===== src/rtl/log2e_arbiter.sv =====
// Round-robin arbiter sharing one 2-stage mul_log2e datapath among NUM_REQ requesters.
// Optional perf counters are enabled by defining LOG2E_ARB_PERF_CNT_EN.
module log2e_arbiter #(
  parameter int NUM_REQ    = 4,
  parameter int DATA_WIDTH = 32,
  parameter int LAT        = 2
) (
  input  logic                          clk,
  input  logic                          rst,
  input  logic [NUM_REQ-1:0]            req_valid,
  output logic [NUM_REQ-1:0]            req_ready,
  input  logic [NUM_REQ*DATA_WIDTH-1:0] req_data,
  output logic [NUM_REQ-1:0]            rsp_valid,
  input  logic [NUM_REQ-1:0]            rsp_ready,
  output logic [DATA_WIDTH-1:0]         rsp_data,
  output logic [DATA_WIDTH-1:0]         mul_op,
  output logic                          mul_vld_in,
  output logic                          mul_en,
  input  logic [DATA_WIDTH-1:0]         mul_result,
  input  logic                          mul_vld_out,
  output logic [31:0]                   perf_issue_cnt,
  output logic [31:0]                   perf_stall_cnt
);

  localparam int TAG_WIDTH = (NUM_REQ > 1) ? $clog2(NUM_REQ) : 1;

  logic [LAT-1:0]        vld_sr_q, vld_sr_d;
  logic [TAG_WIDTH-1:0]  tag_sr_q [LAT];
  logic [TAG_WIDTH-1:0]  tag_sr_d [LAT];
  logic [TAG_WIDTH-1:0]  rr_ptr_q, rr_ptr_d;
  logic                  out_valid_q, out_valid_d;
  logic [TAG_WIDTH-1:0]  out_tag_q, out_tag_d;
  logic [DATA_WIDTH-1:0] out_data_q, out_data_d;

  logic                  en;
  logic                  grant_any;
  logic [TAG_WIDTH-1:0]  grant_idx;

  // The datapath's own vld_out is sticky, so completion is tracked by vld_sr only.
  logic unused_vld_out;
  assign unused_vld_out = mul_vld_out;

  function automatic logic [TAG_WIDTH-1:0] wrap_add(input logic [TAG_WIDTH-1:0] base,
                                                     input int off);
    int s;
    s = int'(base) + off;
    if (s >= NUM_REQ) s = s - NUM_REQ;
    return TAG_WIDTH'(s);
  endfunction

  always_comb begin
    en = !out_valid_q || rsp_ready[out_tag_q];
  end

  always_comb begin
    grant_any = 1'b0;
    grant_idx = rr_ptr_q;
    for (int k = 0; k < NUM_REQ; k++) begin
      if (!grant_any && req_valid[wrap_add(rr_ptr_q, k)]) begin
        grant_any = 1'b1;
        grant_idx = wrap_add(rr_ptr_q, k);
      end
    end
    if (rst || !en) grant_any = 1'b0;
  end

  always_comb begin
    vld_sr_d    = vld_sr_q;
    tag_sr_d    = tag_sr_q;
    rr_ptr_d    = rr_ptr_q;
    out_valid_d = out_valid_q;
    out_tag_d   = out_tag_q;
    out_data_d  = out_data_q;
    if (en) begin
      vld_sr_d[0] = grant_any;
      if (grant_any) begin
        tag_sr_d[0] = grant_idx;
        rr_ptr_d    = wrap_add(grant_idx, 1);
      end
      for (int i = 1; i < LAT; i++) begin
        vld_sr_d[i] = vld_sr_q[i-1];
        tag_sr_d[i] = tag_sr_q[i-1];
      end
      // en with a valid output implies the holder is draining; a capture refills it.
      out_valid_d = vld_sr_q[LAT-1];
      if (vld_sr_q[LAT-1]) begin
        out_tag_d  = tag_sr_q[LAT-1];
        out_data_d = mul_result;
      end
    end
  end

  always_ff @(posedge clk) begin
    if (rst) begin
      vld_sr_q    <= '0;
      for (int i = 0; i < LAT; i++) tag_sr_q[i] <= '0;
      rr_ptr_q    <= '0;
      out_valid_q <= 1'b0;
      out_tag_q   <= '0;
      out_data_q  <= '0;
    end else begin
      vld_sr_q    <= vld_sr_d;
      tag_sr_q    <= tag_sr_d;
      rr_ptr_q    <= rr_ptr_d;
      out_valid_q <= out_valid_d;
      out_tag_q   <= out_tag_d;
      out_data_q  <= out_data_d;
    end
  end

  assign req_ready  = grant_any ? (NUM_REQ'(1) << grant_idx) : '0;
  assign mul_vld_in = grant_any;
  assign mul_op     = grant_any ? req_data[grant_idx*DATA_WIDTH +: DATA_WIDTH] : '0;
  assign mul_en     = en && !rst;
  assign rsp_valid  = (out_valid_q && !rst) ? (NUM_REQ'(1) << out_tag_q) : '0;
  assign rsp_data   = rst ? '0 : out_data_q;

`ifdef LOG2E_ARB_PERF_CNT_EN
  logic [31:0] issue_cnt_q, issue_cnt_d;
  logic [31:0] stall_cnt_q, stall_cnt_d;

  always_comb begin
    issue_cnt_d = issue_cnt_q + 32'(grant_any);
    stall_cnt_d = stall_cnt_q + 32'(!en);
  end

  always_ff @(posedge clk) begin
    if (rst) begin
      issue_cnt_q <= '0;
      stall_cnt_q <= '0;
    end else begin
      issue_cnt_q <= issue_cnt_d;
      stall_cnt_q <= stall_cnt_d;
    end
  end

  assign perf_issue_cnt = issue_cnt_q;
  assign perf_stall_cnt = stall_cnt_q;
`else
  assign perf_issue_cnt = '0;
  assign perf_stall_cnt = '0;
`endif

endmodule


===== config.mk =====
export PLATFORM = sky130hd
export DESIGN_NAME = log2e_arbiter
export DESIGN_NICKNAME = d
export VERILOG_FILES = /design/src/rtl/log2e_arbiter.sv
export SDC_FILE = /design/constraint.sdc
export NUM_CORES = 1
export LEC_CHECK = 0
export ABC_AREA = 1
export BUFFER_PORTS_ARGS = -buffer_cell sky130_fd_sc_hd__buf_2
export CORE_MARGIN = 5
export CORE_UTILIZATION = 35
export DETAILED_ROUTE_END_ITERATION = 7
export GPL_TIMING_DRIVEN = 0
export HOLD_SLACK_MARGIN = 0.12
export PLACE_DENSITY = 0.7
export SYNTH_ARGS = -nofsm -noshare
export SYNTH_HDL_FRONTEND = slang
export SYNTH_SLANG_ARGS = --single-unit

===== constraint.sdc =====
create_clock -name clk -period 3.65 [get_ports clk]
set_input_delay 0.73 -clock clk [delete_from_list [all_inputs] [get_ports clk]]
set_output_delay 0.73 -clock clk [all_outputs]
set_load 0.02 [all_outputs]

# Word-level counts from Yosys, hierarchy flattened
# Cells that the tools add are included.
[op_classes] mux=28 addsub=9 shifts=3 order_cmp=10 n_reduce_logical=15
[op_table] op="128-bit by 8-bit indexed part select with 32-bit output" count=1
[op_table] op="32-bit 2-to-1 mux" count=2
[op_table] op="2-bit 2-to-1 mux" count=9
[op_table] op="2-bit by 3-bit < comparator with 1-bit output (second input constant)" count=5
[op_table] op="3-bit >= comparator (second input constant)" count=4
[op_table] op="1-bit binary-select mux with 2-bit select" count=5
[op_table] op="1-bit 2-to-1 mux" count=10
[op_table] op="2-bit by 1-bit subtractor with 2-bit output (second input constant)" count=5
[op_table] op="4-bit 2-to-1 mux" count=2
[op_table] op="1-bit by 2-bit left shift with 4-bit output (first input constant)" count=2
[op_table] op="2-bit by 1-bit adder with 3-bit output (second input constant)" count=2
[op_table] op="2-bit by 2-bit adder with 3-bit output (second input constant)" count=2
[op_table] op="1-bit logical NOT" count=6
[op_table] op="1-bit logical AND" count=5
[op_table] op="2-bit AND reduction" count=2
[op_table] op="2-bit by 3-bit >= comparator with 1-bit output (second input constant)" count=1
[op_table] op="1-bit logical OR" count=2
[word_totals] elab_cells=72 reg_bits=43

# Longest topological paths before layout
[logic_depth] ltp_word=17 depth_mapped=17

# Least setup slack after synthesis
# No wires, ideal clock.
[synth_path] path_type="input to output" start="input port req_valid[1]" end="output port req_ready[2]" required_ps=2920 cell_stages=13 setup_slack_ps=769 t_arrival_ps=2151 path_cell_list="inv_1 -> nand2_1 -> nand3_1 -> nand2_2 -> nor2_8 -> nand3_4 -> nand2_1 -> nand3_1 -> nand2_2 -> buf_4 -> ha_1 -> inv_1 -> nor2_1"
[synth_via] elab_chain_cells=14 word_cells_on_any_way=25 cone_classes="1 x shift; 18 x mux; 6 x reduce/logical"
[synth_lines] item="from (decl)" line="10" source="input logic [NUM_REQ-1:0] req_valid,"
[synth_lines] item="1-bit binary-select mux with 2-bit select" line="59" source="if (!grant_any && req_valid[wrap_add(rr_ptr_q, k)]) begin"
[synth_lines] item="1-bit 2-to-1 mux (not written as such)" line="59"
[synth_lines] item="1-bit 2-to-1 mux" line="59"
[synth_lines] item="1-bit logical NOT" line="59"
[synth_lines] item="1-bit logical AND" line="59"
[synth_lines] item="1-bit 2-to-1 mux" line="59"
[synth_lines] item="1-bit logical NOT" line="59"
[synth_lines] item="1-bit logical AND" line="59"
[synth_lines] item="1-bit 2-to-1 mux" line="59"
[synth_lines] item="1-bit logical NOT" line="59"
[synth_lines] item="1-bit logical AND" line="59"
[synth_lines] item="2-bit 2-to-1 mux *" line="59"
[synth_lines] item="named net grant_idx[1]" line="37" source="logic [TAG_WIDTH-1:0] grant_idx;"
[synth_lines] item="1-bit by 2-bit left shift with 4-bit output *" line="111" source="assign req_ready = grant_any ? (NUM_REQ'(1) << grant_idx) : '0;"
[synth_lines] item="4-bit 2-to-1 mux *" line="111"
[synth_lines] item="to (decl)" line="11" source="output logic [NUM_REQ-1:0] req_ready,"
# The timed path passes the listed nets; every way through them passes the cells marked *. The select of a mux whose other input is x is not followed.

# Worst setup path after layout
[layout_path] start="register rr_ptr_q[1]" end="output port mul_op[0]"
[layout_via] elab_chain_cells=16 word_cells_on_any_way=40 cone_classes="7 x add/sub; 4 x order compare; 1 x shift; 22 x mux; 6 x reduce/logical"
[layout_lines] item="from (decl)" line="30" source="logic [TAG_WIDTH-1:0] rr_ptr_q, rr_ptr_d;"
[layout_lines] item="from (signal assigned)" line="104" source="rr_ptr_q <= rr_ptr_d;"
[layout_lines] item="parallel branches: the longest is 15 deep, another holds 2-bit by 1-bit adder with 3-bit output"
[layout_lines] item="32-bit 2-to-1 mux *" line="113" source="assign mul_op = grant_any ? req_data[grant_idx*DATA_WIDTH +: DATA_WIDTH] : '0;"
[layout_lines] item="to (decl)" line="16" source="output logic [DATA_WIDTH-1:0] mul_op,"
# Mark *: on every way between the ends. The select of a mux whose other input is x is not followed.

==> results.py <==
metrics = {
    "outcome": {
        "status": "finished, final reports clean",
    },
    "global_route": {
        "grt_max_degree": 14,
        "grt_antenna_before_repair": 0,
        "grt_usage_pct": 18.78,
        "grt_first_pass_wirelength_um": 22870,
        "grt_overflow": 0,
        "grt_pass1_vias": 4794,
    },
    "logic_synthesis": {
        "yosysTopAreaCell": "nand2_1",
        "synthFlopType": "dfxtp_1",
        "syn_area_per_cell_um2": 6.314,
        "async_reset_ff_share_pct": 0,
        "synth_area_leaders": "nand2_1 20%, dfxtp_1 19%, buf_4 12%",
        "yosysTopAreaCellShare_pct": 19.82,
        "yosysSeqAreaShare_pct": 19.26,
        "ys_types": 32,
        "yosys_register_bits": 43,
        "synth_cells": 708,
        "synth_edf_count": 0,
        "yosys_warnings": 0,
        "netlist_area_um2": 4471,
    },
    "clocking": {
        "postCtsSetupRepairBufs": 0,
        "clkTransAtPathRegs_ps": 60,
        "numCtsBuffers": 5,
        "ctsResizeCount": 0,
        "htreeDepth": 2,
        "cts-root-buf": "clkbuf_16",
        "cts.sinks": 43,
        "hold_buffers": 0,
        "clock_latency_ps": 280,
        "cts_tree": "yes",
        "clockBufferDepth": 2,
    },
    "cells_and_area": {
        "area_growth_pct": 40.53,
        "drive_above_1_share_pct": 42.17,
        "nets": 1196,
        "final_util_pct": 49.99,
    },
    "die": {
        "start_util_pct": 35.57,
        "die_w_um": 123.0,
        "pin_count": 309,
        "rows": 41,
        "die_h_um": 123.0,
        "core-area_um2": 12570,
        "die_area_um2": 15130,
    },
    "detailed_routing": {
        "dr.pass1.iters": 4,
        "drt_wl_total_um": 15280,
        "route.detailed.drc": 0,
        "viasPerCell": 4.340,
        "wire_per_inst_um": 12.78,
        "drt_iter0_drc": 231,
        "postRouteAntennaNets": 0,
        "vias": 5186,
    },
    "sta": {
        "fin_skew_ps": 3.574,
        "timing.final.ws_setup_ps": 393.7,
        "setup_viol": 0,
        "hold_viol_final": 0,
        "fin_setup_tns_ps": 0,
        "max-slew-margin-rel_pct": 47.29,
        "worst_pin_slew_ps": 790.7,
        "fin_crit_sh_pct": 89.21,
        "min_period_ps": 3256,
        "fmaxAchievable_mhz": 307.1,
        "hold_ws_ps": 450.3,
        "rsz0062_at_grt": "no",
        "drv_slew": 0,
    },
    "power_and_ir_drop": {
        "ir_worst_vdd_v": 0.0005183,
        "power.leakage_nw": 3.567,
        "power_density_nw_per_um2": 1016,
    },
    "place": {
        "io_buffer_count": 243,
        "pre_cts_ws_ps": 380.1,
        "place_congestion": 0.9269,
        "dp_hpwl_um": 12850,
    },
    "setup_path": {
        "crit_path_end_kind": "output pin",
        "critical_path_class": "register to output pin",
        "arrival_ps": 2530,
        "crit_fanout": 10,
        "worstPathRequired_ps": 2920,
        "critPathLaunchType": "register",
    },
    "job": {
        "max_cap_viol_count": 0,
    },
    "min_path": {
        "hold_path.class": "register to register",
    },
}
cells by family after synthesis:
group | synth area share [%]
fa+ha+maj | 1.120
flops | 19.26
simple gates | 40.97
buf+inv | 23.37
other cells | 0.08388
compound gates | 15.20
cells in the mapped netlist (3+ instances only):
library cell,n
buf_6,6
nand3_1,44
ha_1,4
nand3_2,36
buf_2,13
dfxtp_1,43
buf_4,71
nand2_1,236
nor3_1,4
buf_12,4
nand2_4,5
nand2_2,8
nor2_1,41
clkbuf_1,12
buf_1,3
a21oi_2,28
inv_1,52
a21oi_1,42
o21ai_0,40
power breakdown:
part	total, mW	internal, mW	switching [mW]
sequential	0.644	0.596	0.0472
combinational	5.31	1.90	3.42
clock	0.427	0.252	0.175
worst max-delay path, stage by stage, from the launching register on:
cell	delay, ps
dfxtp_1	300
buf_4	160
inv_4	110
nand2_1	70
nand2_2	140
nand2_2	80
nand2_4	110
nand3_1	100
nand2_1	120
nand2_4	70
nand2_4	90
buf_2	250
nand2_1	90
nand2_1	90
nand2_1	60
a21oi_1	190
buf_2	220
final cells by class:
class / count / area, µm²
well taps: 172 / 215.2
clock inverters: 2 / 12.51
diodes: 1 / 2.502
fillers: 1356 / 6286
clock buffers: 6 / 128.9
repair buffers: 243 / 1216
plain buffers: 111 / 832.0
inverters: 56 / 212.7
flip-flops and latches: 43 / 860.8
multi-input cells: 561 / 2801
layer usage:
metal	track usage [%]	part of all wire (%)
met2	34.13	50
met1	21.93	40
met4	6.505	2.9
met5	0	0
met3	3.660	7.4
path summary, 6_finish.rpt:
| path | startpoint | end | slack [ps] | cells past startpoint |
|---|---|---|---|---|
| setup reg to reg | rr_ptr_q[1]$_SDFFE_PP0P_ | rr_ptr_q[1]$_SDFFE_PP0P_ | 1330 | 15 |
| hold / removal | out_data_q[29]$_SDFFE_PP0P_ | out_data_q[29]$_SDFFE_PP0P_ | 450 | 2 |
| setup / recovery | rr_ptr_q[1]$_SDFFE_PP0P_ | mul_op[0] | 390 | 16 |
| hold reg to reg | out_data_q[29]$_SDFFE_PP0P_ | out_data_q[29]$_SDFFE_PP0P_ | 450 | 2 |
per-stage QoR:
stage / power [mW] / cell area [µm²] / cells
after floorplan: 4.695 / 4707 / 771
after CTS: 6.454 / 6280 / 1194
after global placement: 5.992 / 6138 / 1186
after detailed placement: 6.006 / 6138 / 1186
final: 6.382 / 6282 / 1195
after global routing: 7.023 / 6280 / 1194
sequential cells by signal, indices dropped and copies added (netlist names):
| name | flops |
|---|---|
| tag_sr_q | 4 |
| out_tag_q | 2 |
| out_data_q | 32 |
| rr_ptr_q | 2 |
| vld_sr_q | 2 |
| out_valid_q | 1 |
layout by cell type, fill, tap and decap left out, drive strengths merged:
cell type / netlist / final
a211oi: 1 / 1
a21oi: 70 / 70
buf: 99 / 342
clkbuf: 12 / 18
clkinv: 1 / 2
clkinvlp: 0 / 1
conb: 1 / 64
dfxtp: 43 / 43
diode: 0 / 1
ha: 4 / 4
inv: 55 / 55
nand2: 249 / 249
nand3: 81 / 81
nand3b: 1 / 1
nand4: 3 / 3
nor2: 42 / 42
nor3: 4 / 4
o21ai: 41 / 41
or2: 1 / 1
Note: power is estimated with default switching activity, not from simulation.
